--- src/rtl/fpu_pkg.sv ---
// Shared constants, state encoding and latency lookup for the FP issue controller.
// Pure declarations: no latency, no flow control.
package fpu_pkg;

    localparam logic [6:0] OPC_OP_FP = 7'b1010011;

    localparam logic [4:0] FUNCT5_ADD     = 5'b00000;
    localparam logic [4:0] FUNCT5_SUB     = 5'b00001;
    localparam logic [4:0] FUNCT5_MUL     = 5'b00010;
    localparam logic [4:0] FUNCT5_DIV     = 5'b00011;
    localparam logic [4:0] FUNCT5_SQRT    = 5'b01011;
    localparam logic [4:0] FUNCT5_CVT_L_D = 5'b11000;
    localparam logic [4:0] FUNCT5_CVT_D_L = 5'b11010;

    localparam logic [2:0] FPU_OP_ADD     = 3'b000;
    localparam logic [2:0] FPU_OP_SUB     = 3'b001;
    localparam logic [2:0] FPU_OP_MUL     = 3'b010;
    localparam logic [2:0] FPU_OP_DIV     = 3'b011;
    localparam logic [2:0] FPU_OP_SQRT    = 3'b100;
    localparam logic [2:0] FPU_OP_CVT_L_D = 3'b101;
    localparam logic [2:0] FPU_OP_CVT_D_L = 3'b110;
    localparam logic [2:0] FPU_OP_NONE    = 3'b111;

    localparam logic [1:0] FMT_S = 2'b00;
    localparam logic [1:0] FMT_D = 2'b01;

    localparam logic [4:0] RS2_SQRT = 5'b00000;
    localparam logic [4:0] RS2_CVT  = 5'b00010;

    typedef enum logic [1:0] {
        ST_IDLE = 2'd0,
        ST_BUSY = 2'd1,
        ST_DONE = 2'd2
    } state_e;

    // Latencies are passed in because they are parameters of the instantiating module.
    function automatic int unsigned lat_of(
        input logic [2:0]  op,
        input int unsigned lat_add,
        input int unsigned lat_mul,
        input int unsigned lat_div,
        input int unsigned lat_sqrt,
        input int unsigned lat_cvt
    );
        case (op)
            FPU_OP_ADD, FPU_OP_SUB:         lat_of = lat_add;
            FPU_OP_MUL:                     lat_of = lat_mul;
            FPU_OP_DIV:                     lat_of = lat_div;
            FPU_OP_SQRT:                    lat_of = lat_sqrt;
            FPU_OP_CVT_L_D, FPU_OP_CVT_D_L: lat_of = lat_cvt;
            default:                        lat_of = 1;
        endcase
    endfunction

endpackage

--- src/rtl/fpu_op_decode.sv ---
// Combinational OP-FP decoder: instr -> {op, legal}, op forced to NONE when illegal.
// Zero latency; no flow control.
module fpu_op_decode
    import fpu_pkg::*;
#(
    parameter bit EN_SP = 1'b0
) (
    input  logic [31:0] instr,
    output logic [2:0]  op,
    output logic        legal
);

    logic [4:0] funct5;
    logic [1:0] fmt;
    logic [4:0] rs2;
    logic [6:0] opcode;
    logic [2:0] op_raw;
    logic       rs2_ok;
    logic       fmt_ok;
    logic       unused_instr;

    assign funct5       = instr[31:27];
    assign fmt          = instr[26:25];
    assign rs2          = instr[24:20];
    assign opcode       = instr[6:0];
    assign unused_instr = ^instr[19:7];

    always_comb begin
        op_raw = FPU_OP_NONE;
        rs2_ok = 1'b1;
        case (funct5)
            FUNCT5_ADD:  op_raw = FPU_OP_ADD;
            FUNCT5_SUB:  op_raw = FPU_OP_SUB;
            FUNCT5_MUL:  op_raw = FPU_OP_MUL;
            FUNCT5_DIV:  op_raw = FPU_OP_DIV;
            FUNCT5_SQRT: begin
                op_raw = FPU_OP_SQRT;
                rs2_ok = (rs2 == RS2_SQRT);
            end
            FUNCT5_CVT_L_D: begin
                op_raw = FPU_OP_CVT_L_D;
                rs2_ok = (rs2 == RS2_CVT);
            end
            FUNCT5_CVT_D_L: begin
                op_raw = FPU_OP_CVT_D_L;
                rs2_ok = (rs2 == RS2_CVT);
            end
            default: op_raw = FPU_OP_NONE;
        endcase
        fmt_ok = (fmt == FMT_D) || (EN_SP && (fmt == FMT_S));
        legal  = (opcode == OPC_OP_FP) && (op_raw != FPU_OP_NONE) && fmt_ok && rs2_ok;
        op     = legal ? op_raw : FPU_OP_NONE;
    end

endmodule

--- src/rtl/fpu_issue_cntrl.sv ---
// FP issue controller: accepts one OP-FP instr, pulses start one cycle later, completes LAT(op) cycles after start;
// in_ready low while busy or while a completion waits for out_ready; flush kills in-flight work.
module fpu_issue_cntrl
    import fpu_pkg::*;
#(
    parameter bit          EN_SP    = 1'b0,
    parameter int unsigned LAT_ADD  = 3,
    parameter int unsigned LAT_MUL  = 4,
    parameter int unsigned LAT_DIV  = 20,
    parameter int unsigned LAT_SQRT = 24,
    parameter int unsigned LAT_CVT  = 2,
    parameter int unsigned CNT_W    = 5
) (
    input  logic        clk,
    input  logic        rst_n,
    input  logic        flush,
    input  logic        in_valid,
    output logic        in_ready,
    input  logic [31:0] in_instr,
    output logic        start,
    output logic [2:0]  fpu_op,
    output logic [1:0]  fpu_fmt,
    output logic [4:0]  rd_tag,
    output logic        busy,
    output logic        illegal,
    output logic        kill,
    output logic        out_valid,
    input  logic        out_ready
);

    state_e           state_q, state_d;
    logic [CNT_W-1:0] cnt_q, cnt_d;
    logic [2:0]       op_q, op_d;
    logic [1:0]       fmt_q, fmt_d;
    logic [4:0]       rd_q, rd_d;
    logic             start_q, start_d;
    logic             illegal_q, illegal_d;
    logic             kill_q, kill_d;
    logic [2:0]       dec_op;
    logic             dec_legal;
    logic             accept;

    fpu_op_decode #(.EN_SP(EN_SP)) u_dec (
        .instr (in_instr),
        .op    (dec_op),
        .legal (dec_legal)
    );

    assign in_ready = !flush && ((state_q == ST_IDLE) || ((state_q == ST_DONE) && out_ready));
    assign accept   = in_valid && in_ready;

    always_comb begin
        state_d   = state_q;
        cnt_d     = cnt_q;
        op_d      = op_q;
        fmt_d     = fmt_q;
        rd_d      = rd_q;
        start_d   = 1'b0;
        illegal_d = 1'b0;
        kill_d    = 1'b0;
        if (flush) begin
            kill_d  = (state_q != ST_IDLE);
            state_d = ST_IDLE;
            cnt_d   = '0;
            op_d    = FPU_OP_NONE;
        end else begin
            case (state_q)
                ST_BUSY: begin
                    if (cnt_q == '0) state_d = ST_DONE;
                    else             cnt_d   = cnt_q - CNT_W'(1);
                end
                ST_DONE: if (out_ready) state_d = ST_IDLE;
                default: state_d = state_q;
            endcase
            // A DONE handoff and a new accept share the edge, so the next op issues with no bubble.
            if (accept) begin
                if (dec_legal) begin
                    state_d = ST_BUSY;
                    op_d    = dec_op;
                    fmt_d   = in_instr[26:25];
                    rd_d    = in_instr[11:7];
                    start_d = 1'b1;
                    cnt_d   = CNT_W'(lat_of(dec_op, LAT_ADD, LAT_MUL, LAT_DIV, LAT_SQRT, LAT_CVT) - 1);
                end else begin
                    state_d   = ST_IDLE;
                    op_d      = FPU_OP_NONE;
                    illegal_d = 1'b1;
                end
            end
        end
    end

    always_ff @(posedge clk or negedge rst_n) begin
        if (!rst_n) begin
            state_q   <= ST_IDLE;
            cnt_q     <= '0;
            op_q      <= FPU_OP_NONE;
            fmt_q     <= '0;
            rd_q      <= '0;
            start_q   <= 1'b0;
            illegal_q <= 1'b0;
            kill_q    <= 1'b0;
        end else begin
            state_q   <= state_d;
            cnt_q     <= cnt_d;
            op_q      <= op_d;
            fmt_q     <= fmt_d;
            rd_q      <= rd_d;
            start_q   <= start_d;
            illegal_q <= illegal_d;
            kill_q    <= kill_d;
        end
    end

    assign start     = start_q;
    assign illegal   = illegal_q;
    assign kill      = kill_q;
    assign fpu_op    = op_q;
    assign fpu_fmt   = fmt_q;
    assign rd_tag    = rd_q;
    assign busy      = (state_q != ST_IDLE);
    assign out_valid = (state_q == ST_DONE);

endmodule

--- config.mk ---
export PLATFORM = sky130hd
export DESIGN_NAME = fpu_issue_cntrl
export DESIGN_NICKNAME = d
export VERILOG_FILES = /design/src/rtl/fpu_pkg.sv /design/src/rtl/fpu_op_decode.sv /design/src/rtl/fpu_issue_cntrl.sv
export SDC_FILE = /design/constraint.sdc
export NUM_CORES = 1
export LEC_CHECK = 0
export BUFFER_PORTS_ARGS = -buffer_cell sky130_fd_sc_hd__buf_2
export CAP_MARGIN = 20
export CORE_MARGIN = 2
export CORE_UTILIZATION = 40
export DETAILED_ROUTE_END_ITERATION = 10
export PLACE_DENSITY = 0.66
export SYNTH_ARGS = -nofsm -noshare
export SYNTH_HDL_FRONTEND = slang
export SYNTH_SLANG_ARGS = --single-unit
--- constraint.sdc ---
create_clock -name clk -period 3.5 [get_ports clk]
set_input_delay 0.7 -clock clk [delete_from_list [all_inputs] [get_ports clk]]
set_output_delay 0.7 -clock clk [all_outputs]
set_load 0.005 [all_outputs]
==> metrics.cfg <==
[placed_design]
place_congestion=0.705
dpl_worst_slack_ps=591
dp_hpwl_um=2020
portBuffers=44
placed_cells=182

[synthesis]
asyncSetResetFlopFracSynth=1.00
yosysSeqAreaShare=0.418
syn_avg_cell_area_sq_um=10.8
ys_warn_count=0
synth_area_sq_mm=0.00121
synth-seq-cells=20
syn_inst=112
synthDistinctLibCells=48
synth-main-ff-cell=dfrtp_1
synth_nets=151
synth_edf_count=0

[global_route]
grt_usage=0.163
grt_pass1_wl_um=4420
antenna_found_initial=0
grt_max_degree=21
grt_pass1_vias=990
grt_overflow=0

[route]
drt_iter0_drc=58
postRouteAntennaNets=0
viasPerCell=5.40
firstDrtPassIters=7
wl_per_cell_um=13.6
wirelength_um=2520
dr_total_vias=1004
drc_errors=2

[sta]
slew_violations=0
rsz0062_at_grt=false
setup_ws_ps=967
max_freq_mhz=395
fin_crit_sh=0.724
setup_viol=0
tns_ps=0
skew_ps=7.19
finalHoldViolCount=0
worstMarginPinSlew_ps=682
relSlewSlack=0.544
timing.final.crit_period_ps=2530

[run_status]
status=finished, violations left
violations=design-rule violations

[floorplan]
die_w_um=58.9
die_area_sq_mm=0.00347
pin_count=53
row_count=19
initial_core_util=0.430
core_area_sq_mm=0.00281
die_h_um=58.9

[cts]
cts_setup_buffers=0
clock-root-buffer=clkbuf_4
cts_resized=0
hold_buffers=0
path_clk_slew_ps=120
cts_buffers=3
cts.htree.levels=1
clock_latency_ps=300
numClockSinks=20
cts_tree=built
cts_buffer_depth=2

[setup_path]
crit_type=primary input to register
worstPathRequired_ps=3740
r2r-end=rd_tag[0]$_DFFE_PN0P_
critPathMaxStageDelay_ps=340
end_kind=register
crit_path_top_delay_cell=a2111oi_0
r2r_cells=4
cp_data_arrival_time_ps=2770
crit_path_start_kind=primary input
cp_max_fo=6
crit_start=in_instr[3]
path_cells=buf_2, nor4bb_1, nand4b_1, a21oi_1, o21a_1, ha_1, or2_2, a2111oi_0, a31o_2
reg2reg_slack_ps=1490
r2r-start=state_q[0]$_DFFE_PN0P_

[layout]
multiInputGateArea_sq_um=638
stdcell_count=186
drive_gt1_frac=0.426
fillers=251
antenna_cells=0
register_area_sq_um=504
area_growth_pct=22.7
nets=195

[pwr]
power.density_mw_per_mm2=314
ir_worst_vdd_v=0.000138
power_leakage_nw=0.753

[hold_path]
hold_class=primary input to asynchronous set/reset pin

[run]
maxCapViolCount=0

-- through the flow --
| step | area, sq um | util | total power [W] | hold slack [ps] |
|---|---|---|---|---|
| detailed placement | 1430 | 0.509 | 0.000283 | 453 |
| global placement | 1430 | 0.509 | 0.000281 | 446 |
| global route | 1480 | 0.528 | 0.000486 | 347 |
| floorplan | 1210 | - | 0.000257 | 404 |
| finish | 1480 | 0.528 | 0.000464 | 324 |
| CTS | 1480 | 0.528 | 0.000470 | 330 |
-- routing by layer --
metal	vias up	global-route usage	wire, um
met5	-	0	0
met4	0	0.0487	17
met3	2	0.0176	128
met2	32	0.271	1210
met1	475	0.222	1160
li1	495	-	-
-- registers in the layout, indices dropped and copies added, names as in the netlist --
signal	cells
illegal	1
state_q	2
start	1
fpu_fmt	2
cnt_q	5
rd_tag	5
fpu_op	3
kill	1
-- cell usage after synthesis, drive strengths merged (2+ instances only) --
| master | n | area (sq um) |
|---|---|---|
| dfrtp | 17 | 425 |
| inv | 7 | 26.3 |
| o21ai | 7 | 35.0 |
| nor2 | 6 | 22.5 |
| buf | 5 | 37.5 |
| mux2 | 5 | 67.6 |
| nor3 | 5 | 25.0 |
| a21oi | 4 | 20.0 |
| nor2b | 4 | 25.0 |
| dfstp | 3 | 78.8 |
| mux2i | 3 | 30.0 |
| nand3b | 3 | 22.5 |
| or2 | 3 | 18.8 |
| a2111oi | 2 | 23.8 |
| a21boi | 2 | 15.0 |
| a31o | 2 | 17.5 |
| and2 | 2 | 12.5 |
| and3b | 2 | 17.5 |
| ha | 2 | 25.0 |
| nand2b | 2 | 12.5 |
| xnor2 | 2 | 17.5 |
-- area by class of cell --
class / instances / share of cell area
clock buffer: 3 / 0.0152
clock inverter: 1 / 0.0203
inverter: 7 / 0.0178
multi-input combinational: 80 / 0.431
sequential: 20 / 0.341
tap: 31 / 0.0262
timing repair buffer: 44 / 0.149
-- cell usage in the layout, fill, tap and decap left out, types with 3 or more instances in the layout --
master,n
dfrtp_1,17
nor3_1,5
mux2i_1,3
nand3b_1,3
or2_2,3
buf_2,44
clkbuf_4,3
mux2_4,3
o21ai_0,7
dfstp_2,3
a21oi_1,4
nor2b_1,4
nor2_1,6
inv_1,7
-- how the worst max path moves through the flow --
stage / endpoint / slack [ps] / depth (start not counted)
finish: cnt_q[1]$_DFF_PN0_ / 970 / 9
global route: cnt_q[1]$_DFF_PN0_ / 770 / 9
CTS: cnt_q[1]$_DFF_PN0_ / 900 / 9
detailed placement: cnt_q[1]$_DFF_PN0_ / 590 / 9
global placement: cnt_q[1]$_DFF_PN0_ / 670 / 9
floorplan: cnt_q[1]$_DFF_PN0_ / 1000 / 9
-- worst max-delay path, delay by kind of cell --
family	cells	cell delay, ps
compound gates	4	950
buf+inv	1	100
simple gates	3	820
fa+ha+maj	1	210
-- kinds of logic after synthesis --
logic type,after synthesis,share of synthesized area
fa+ha+maj,2,0.0207
xor+xnor,2,0.0145
flops,20,0.418
buf+inv,12,0.0529
simple gates,40,0.229
mux,8,0.0809
compound gates,28,0.184
-- power breakdown --
group	total, W	switching (W)	leakage (nW)	internal (W)
clock	0.000187	0.0000710	0.0279	0.000116
combinational	0.0000456	0.0000251	0.457	0.0000205
sequential	0.000232	0.000000202	0.268	0.000232
total	0.000464	0.0000963	0.753	0.000368
No activity file was read; power rests on OpenSTA's default activity.
